===== config.mk =====
export PLATFORM = sky130hd
export DESIGN_NAME = fetch_stage
export DESIGN_NICKNAME = d
export VERILOG_FILES = /design/src/rtl/fetch_stage.sv
export SDC_FILE = /design/constraint.sdc
export NUM_CORES = 1
export LEC_CHECK = 0
export CAP_MARGIN = 10
export CORE_ASPECT_RATIO = 1.75
export CORE_MARGIN = 2
export CORE_UTILIZATION = 60
export CTS_BUF_LIST = sky130_fd_sc_hd__clkbuf_4
export DETAILED_ROUTE_END_ITERATION = 7
export DONT_BUFFER_PORTS = 1
export PLACE_DENSITY = 0.83
export SYNTH_ARGS = -nofsm -noshare
export SYNTH_HDL_FRONTEND = slang
export SYNTH_SLANG_ARGS = --single-unit

===== constraint.sdc =====
create_clock -name clk -period 8.4 [get_ports clk]
set_clock_uncertainty 0.1 [all_clocks]
set_input_delay 1.26 -clock clk [delete_from_list [all_inputs] [get_ports clk]]
set_output_delay 1.26 -clock clk [all_outputs]
set_load 0.02 [all_outputs]

===== src/rtl/fetch_stage.sv =====
// ----------------------------------------------------------------------------
// fetch_stage
//   Instruction fetch front end. Owns the fetch PC, issues in-order requests
//   to instruction memory and keeps requested/returned words in a small
//   in-order queue. The queue is a shift register, so slot 0 is always the
//   head and the decode-facing outputs come straight from slot-0 flops.
//   The head word is predecoded (imm16_d / ext_ctrl_d) when it is written.
//
//   Optional feature macro: FETCH_ADEL_EN
//     defined   : a misaligned redirect target produces one pre-filled slot
//                 with adel_d=1 / instr_d=0, and fetching halts until the
//                 next redirect.
//     undefined : redirect target is forced word aligned, adel_d is always 0.
//
// Ports
//   clk, reset                   clock (rising edge), async active-high reset
//   imem_req/addr/gnt            request channel to instruction memory
//   imem_rvalid/rdata            in-order response channel
//   redirect_valid/redirect_pc   kill everything in flight, restart at target
//   stall_d                      decode is not consuming the head this cycle
//   valid_d, instr_d, pc_d,      head instruction and its PC / link value
//   pc8_d
//   imm16_d, ext_ctrl_d          predecode for the immediate extender
//   adel_d                       fetch address error flag on the head
// ----------------------------------------------------------------------------
module fetch_stage #(
  parameter logic [31:0] RESET_PC = 32'h0000_3000,
  parameter int unsigned DEPTH    = 2
) (
  input  logic        clk,
  input  logic        reset,
  output logic        imem_req,
  output logic [31:0] imem_addr,
  input  logic        imem_gnt,
  input  logic        imem_rvalid,
  input  logic [31:0] imem_rdata,
  input  logic        redirect_valid,
  input  logic [31:0] redirect_pc,
  input  logic        stall_d,
  output logic        valid_d,
  output logic [31:0] instr_d,
  output logic [31:0] pc_d,
  output logic [31:0] pc8_d,
  output logic [15:0] imm16_d,
  output logic [1:0]  ext_ctrl_d,
  output logic        adel_d
);

  localparam int unsigned CW = $clog2(DEPTH + 1);
  localparam int          ND = int'(DEPTH);

  localparam logic [1:0] EXT_SIGN = 2'b00;
  localparam logic [1:0] EXT_ZERO = 2'b01;
  localparam logic [1:0] EXT_LUI  = 2'b10;
  localparam logic [1:0] EXT_NONE = 2'b11;

  // Immediate-extension control from the opcode field.
  function automatic logic [1:0] ext_of(input logic [31:0] w);
    logic [1:0] e;
    e = EXT_SIGN;
    case (w[31:26])
      6'h0C, 6'h0D, 6'h0E: e = EXT_ZERO;
      6'h0F:               e = EXT_LUI;
      6'h00, 6'h02, 6'h03: e = EXT_NONE;
      default:             e = EXT_SIGN;
    endcase
    return e;
  endfunction

  // Fetch-side state.
  logic [31:0]   fpc_q, fpc_d;
  logic          req_q, req_d;
  logic [CW-1:0] alloc_q, alloc_d;   // slots holding a request or a word
  logic [CW-1:0] fill_q, fill_d;     // filled slots (always a prefix from head)
  logic [CW-1:0] drop_q, drop_d;     // killed responses still to be discarded
  logic          halt_q, halt_d;     // stopped after an address-error slot

  // Queue slots; index 0 is the head.
  logic          slot_full_q  [DEPTH];
  logic          slot_full_d  [DEPTH];
  logic [31:0]   slot_instr_q [DEPTH];
  logic [31:0]   slot_instr_d [DEPTH];
  logic [31:0]   slot_pc_q    [DEPTH];
  logic [31:0]   slot_pc_d    [DEPTH];
  logic [31:0]   slot_pc8_q   [DEPTH];
  logic [31:0]   slot_pc8_d   [DEPTH];
  logic [1:0]    slot_ext_q   [DEPTH];
  logic [1:0]    slot_ext_d   [DEPTH];
  logic          slot_adel_q  [DEPTH];
  logic          slot_adel_d  [DEPTH];

  logic          gnt_c;
  logic          pop_c;
  logic          redir_adel_c;
  logic [31:0]   redir_target_c;
  logic [CW:0]   outstanding_c;

  assign gnt_c = req_q & imem_gnt;
  assign pop_c = slot_full_q[0] & ~stall_d;

`ifdef FETCH_ADEL_EN
  assign redir_adel_c   = (redirect_pc[1:0] != 2'b00);
  assign redir_target_c = redirect_pc;
`else
  assign redir_adel_c   = 1'b0;
  assign redir_target_c = redirect_pc & 32'hFFFF_FFFC;
`endif

  // Next-state: redirect, response fill/drop, grant push, head pop.
  always_comb begin
    fpc_d         = fpc_q;
    req_d         = req_q;
    alloc_d       = alloc_q;
    fill_d        = fill_q;
    drop_d        = drop_q;
    halt_d        = halt_q;
    outstanding_c = '0;
    for (int i = 0; i < ND; i++) begin
      slot_full_d[i]  = slot_full_q[i];
      slot_instr_d[i] = slot_instr_q[i];
      slot_pc_d[i]    = slot_pc_q[i];
      slot_pc8_d[i]   = slot_pc8_q[i];
      slot_ext_d[i]   = slot_ext_q[i];
      slot_adel_d[i]  = slot_adel_q[i];
    end

    if (redirect_valid) begin
      for (int i = 0; i < ND; i++) begin
        slot_full_d[i]  = 1'b0;
        slot_instr_d[i] = '0;
        slot_pc_d[i]    = '0;
        slot_pc8_d[i]   = '0;
        slot_ext_d[i]   = EXT_NONE;
        slot_adel_d[i]  = 1'b0;
      end
      alloc_d = '0;
      fill_d  = '0;
      halt_d  = 1'b0;
      fpc_d   = redir_target_c;
      // Everything still owed by memory after this edge must be discarded:
      // old drops + unfilled requests + a grant now, minus a response now.
      outstanding_c = (CW+1)'(drop_q) + (CW+1)'(alloc_q - fill_q) + (CW+1)'(gnt_c);
      if (imem_rvalid && (outstanding_c != '0)) begin
        outstanding_c = outstanding_c - (CW+1)'(1);
      end
      drop_d = CW'(outstanding_c);
      if (redir_adel_c) begin
        slot_full_d[0]  = 1'b1;
        slot_instr_d[0] = '0;
        slot_pc_d[0]    = redirect_pc;
        slot_pc8_d[0]   = redirect_pc + 32'd8;
        slot_ext_d[0]   = EXT_NONE;
        slot_adel_d[0]  = 1'b1;
        alloc_d         = CW'(1);
        fill_d          = CW'(1);
        halt_d          = 1'b1;
      end
    end else begin
      // Response: discard if owed to a killed fetch, else fill oldest unfilled.
      if (imem_rvalid) begin
        if (drop_q != '0) begin
          drop_d = drop_q - CW'(1);
        end else if (fill_q < alloc_q) begin
          for (int i = 0; i < ND; i++) begin
            if (CW'(i) == fill_q) begin
              slot_full_d[i]  = 1'b1;
              slot_instr_d[i] = imem_rdata;
              slot_ext_d[i]   = ext_of(imem_rdata);
            end
          end
          fill_d = fill_q + CW'(1);
        end
      end
      // Grant: allocate the tail slot tagged with the fetch PC.
      if (gnt_c) begin
        for (int i = 0; i < ND; i++) begin
          if (CW'(i) == alloc_q) begin
            slot_pc_d[i]  = fpc_q;
            slot_pc8_d[i] = fpc_q + 32'd8;
          end
        end
        alloc_d = alloc_d + CW'(1);
        fpc_d   = fpc_q + 32'd4;
      end
      // Pop: shift the queue toward the head.
      if (pop_c) begin
        for (int i = 0; i < ND - 1; i++) begin
          slot_full_d[i]  = slot_full_d[i+1];
          slot_instr_d[i] = slot_instr_d[i+1];
          slot_pc_d[i]    = slot_pc_d[i+1];
          slot_pc8_d[i]   = slot_pc8_d[i+1];
          slot_ext_d[i]   = slot_ext_d[i+1];
          slot_adel_d[i]  = slot_adel_d[i+1];
        end
        slot_full_d[ND-1]  = 1'b0;
        slot_instr_d[ND-1] = '0;
        slot_pc_d[ND-1]    = '0;
        slot_pc8_d[ND-1]   = '0;
        slot_ext_d[ND-1]   = EXT_NONE;
        slot_adel_d[ND-1]  = 1'b0;
        alloc_d = alloc_d - CW'(1);
        fill_d  = fill_d - CW'(1);
      end
    end

    // Request next cycle while allocated + owed responses leave room.
    req_d = ~halt_d & (((CW+1)'(alloc_d) + (CW+1)'(drop_d)) < (CW+1)'(DEPTH));
  end

  // State registers.
  always_ff @(posedge clk or posedge reset) begin
    if (reset) begin
      fpc_q   <= RESET_PC;
      req_q   <= 1'b0;
      alloc_q <= '0;
      fill_q  <= '0;
      drop_q  <= '0;
      halt_q  <= 1'b0;
      for (int i = 0; i < ND; i++) begin
        slot_full_q[i]  <= 1'b0;
        slot_instr_q[i] <= '0;
        slot_pc_q[i]    <= '0;
        slot_pc8_q[i]   <= '0;
        slot_ext_q[i]   <= EXT_NONE;
        slot_adel_q[i]  <= 1'b0;
      end
    end else begin
      fpc_q   <= fpc_d;
      req_q   <= req_d;
      alloc_q <= alloc_d;
      fill_q  <= fill_d;
      drop_q  <= drop_d;
      halt_q  <= halt_d;
      for (int i = 0; i < ND; i++) begin
        slot_full_q[i]  <= slot_full_d[i];
        slot_instr_q[i] <= slot_instr_d[i];
        slot_pc_q[i]    <= slot_pc_d[i];
        slot_pc8_q[i]   <= slot_pc8_d[i];
        slot_ext_q[i]   <= slot_ext_d[i];
        slot_adel_q[i]  <= slot_adel_d[i];
      end
    end
  end

  // Outputs come directly from the request flop, fetch PC and head slot.
  assign imem_req   = req_q;
  assign imem_addr  = fpc_q;
  assign valid_d    = slot_full_q[0];
  assign instr_d    = slot_instr_q[0];
  assign pc_d       = slot_pc_q[0];
  assign pc8_d      = slot_pc8_q[0];
  assign imm16_d    = slot_instr_q[0][15:0];
  assign ext_ctrl_d = slot_ext_q[0];
  assign adel_d     = slot_adel_q[0];

endmodule


==> qor.yml <==
run_status:
  status: "finished clean"
timing:
  fmax_mhz: 265.2
  finalCriticalPeriod_ns: 3.771
  finalWorstSetupSlack_ns: 4.629
  tightest_slew_ns: 1.133
  final_hold_viol_count: 0
  setup_tns_ns: 0
  setup_viol: 0
  period_share_pct: 44.89
  rsz0062_at_grt: "no"
  slew_violations: 0
  relSlewSlack_pct: 24.40
clock_network:
  cts_buffers: 53
  postCtsSetupBuffers: 0
  clk_pin_slew_ns: 0.07
  cts_sinks: 236
  hold_buffers: 0
  clock_latency_ns: 0.70
  cts_max_level: 2
  cts_resized: 0
  ctsLongestPathBuffers: 3
  cts_tree: "built"
  root_buffer: "clkbuf_4"
synthesis:
  synth_seq_area_share_pct: 48.44
  synth_top_cell_area_share_pct: 47.15
  netlist_area_mm2: 0.01221
  ys_warn_count: 0
  synth.most_common_cell: "nand2_1"
  yosys_register_bits: 236
  synth_edf_count: 0
  netlist_instances: 1353
  synth_top_area_cell: "dfrtp_1"
  synth_common_cells: "269 x nand2_1, 230 x dfrtp_1, 123 x o21ai_0"
  post_synth.cell_area_avg_um2: 9.022
  ys_types: 68
  synthArstFlopShare_pct: 100.0
  ys.flop_type: "dfrtp_1"
  synth.area.top_cells: "dfrtp_1 47%, nand2_1 8.3%, buf_4 7.3%"
floorplanning:
  start_util_pct: 60.68
  die_area_mm2: 0.02155
  core_area_mm2: 0.02012
  pin_count: 219
  rows: 69
  die_h_um: 192.7
  chipWidth_um: 111.8
critical_path:
  crit_path_end_kind: "flop"
  arrival_ns: 4.26
  worstSetupStartpointType: "flop"
  critPathRequiredTime_ns: 8.89
  critPathKind: "reg2reg"
  crit_path_max_fanout: 8
placed_design:
  globalplace.congestion: 0.9405
  dp_slack_ns: 4.082
  port_buffers: 0
  hpwl_um: 20390
global_routing:
  grt_overflow: 0
  grt_start_max_net_pins: 108
  antenna_found_initial: 2
  globalRouteTotalUtil_pct: 28.16
  grt_pass1_wl_um: 48580
  grt_pass1_vias: 9166
routing:
  dr_total_vias: 9269
  drt-total-wl_um: 30580
  wl_per_cell_um: 20.33
  drt-initial-drc-count: 850
  ant_nets: 0
  vias_per_cell: 6.163
  first_pass_iters: 8
  drcViolationCount: 0
layout:
  multiInputGateArea_mm2: 0.004997
  seqCellArea_mm2: 0.005913
  areaGrowthSynthToFinish_pct: -0.3794
  nets: 1296
  drive_gt1_share_pct: 10.85
  nFillCells: 1694
power:
  vdd_ir_drop_max_uv: 180.5
  p_per_area_mw_per_mm2: 267.4
  power_leakage_nw: 5.145
worst_hold_path:
  min_path_type: "reg2reg"
job:
  cap_violations: 0
## per-layer routing
metal	vias up	GRT usage, %	routed length, µm
met4	0	14.39	1442
met2	438	49.79	15660
met5	-	0	0
met3	92	6.595	2478
met1	4475	31.63	11010
li1	4264	-	-
## worst max-delay path, stage by stage (launching register included)
cell and delay (ns):
dfrtp_1 0.62, and2_1 0.39, xnor2_1 0.11, ha_1 0.18, o21bai_1 0.17, fa_1 0.52
inv_1 0.05, ha_1 0.17, a21boi_0 0.34, nand2_1 0.11, o211ai_1 0.14, o21a_1 0.20
fa_1 0.43, nand2_1 0.08, nor2_1 0.04
## metrics by stage
| step | cells | util, % | cell area (µm²) | power [mW] | hold slack (ns) |
|---|---|---|---|---|---|
| after floorplan | 1355 | - | 12210 | 2.269 | 0.3510 |
| after global placement | 1405 | 56.79 | 11420 | 2.276 | 0.3639 |
| after detailed placement | 1405 | 56.79 | 11420 | 2.316 | 0.3728 |
| after CTS | 1501 | 60.39 | 12150 | 3.270 | 0.3889 |
| after global routing | 1504 | 60.45 | 12160 | 3.432 | 0.4007 |
| final | 1504 | 60.45 | 12160 | 3.252 | 0.3872 |
## registers in the layout (all words and copies together), names as in the netlist, 2 cells and up
name and flops:
fill_q 2, slot_pc_q 32, imem_addr 30, ext_ctrl_d 2
slot_ext_q 2, alloc_q 2, slot_pc8_q 32, drop_q 2
pc_d 32, pc8_d 32, slot_instr_q 32, instr_d 32
## kinds of logic (layout without fill, tap and decap cells)
kind of cell               after synthesis  after routing  synth area share [%]
xor gates and xnor gates                52             52                 3.731
DFF                                    236            236                 48.44
and+or+nand+nor                        463            463                 16.93
AOI/OAI and AO/OA                      330            330                 16.34
adders and majority gates               13             13                 1.517
buffers and inverters                  234            133                 11.04
muxes                                   24             24                 1.968
other                                    1              5               0.03072
## layout by cell type, fill, tap and decap left out, types with 11 or more instances in the layout
cell	Yosys	final
a21oi_1	91	89
nor3_1	19	18
nand4_1	12	12
xnor2_1	37	37
nor2_1	76	74
xor2_1	15	15
mux2i_1	24	24
buf_4	118	17
a22oi_1	32	32
clkbuf_4	0	82
nand3_1	15	14
and2_1	11	11
dfrtp_1	230	230
inv_1	20	19
nand2_1	269	268
o21ai_0	123	123
## path summary, 6_finish.rpt
check                                     from  slack (ns)  cells past startpoint        endpoint
worst min-delay path            slot_full_q[0]        0.39                      2  slot_full_q[0]
worst min register to register  slot_full_q[0]        0.39                      2  slot_full_q[0]
min in group asynchronous                reset        0.44                      1    imem_addr[4]
worst max-delay path                  imem_req        4.63                     14        imem_req
worst max register to register        imem_req        4.63                     14        imem_req
max in group asynchronous                reset        6.21                      2    slot_pc_q[4]
## layout make-up
class / instances / area share (%)
clock buffer: 82 / 5.062
inverter: 20 / 0.6791
antenna: 2 / 0.04116
timing repair buffer: 17 / 1.049
tap: 248 / 2.552
multi-input combinational: 885 / 41.09
sequential: 236 / 48.63
clock inverter: 14 / 0.8952
## report_power, final
part | internal (mW) | switching, mW
Sequential | 1.30 | 0.337
Clock | 0.505 | 0.445
Combinational | 0.241 | 0.428
Total | 2.04 | 1.21
Power figures use the tool's default switching activity.
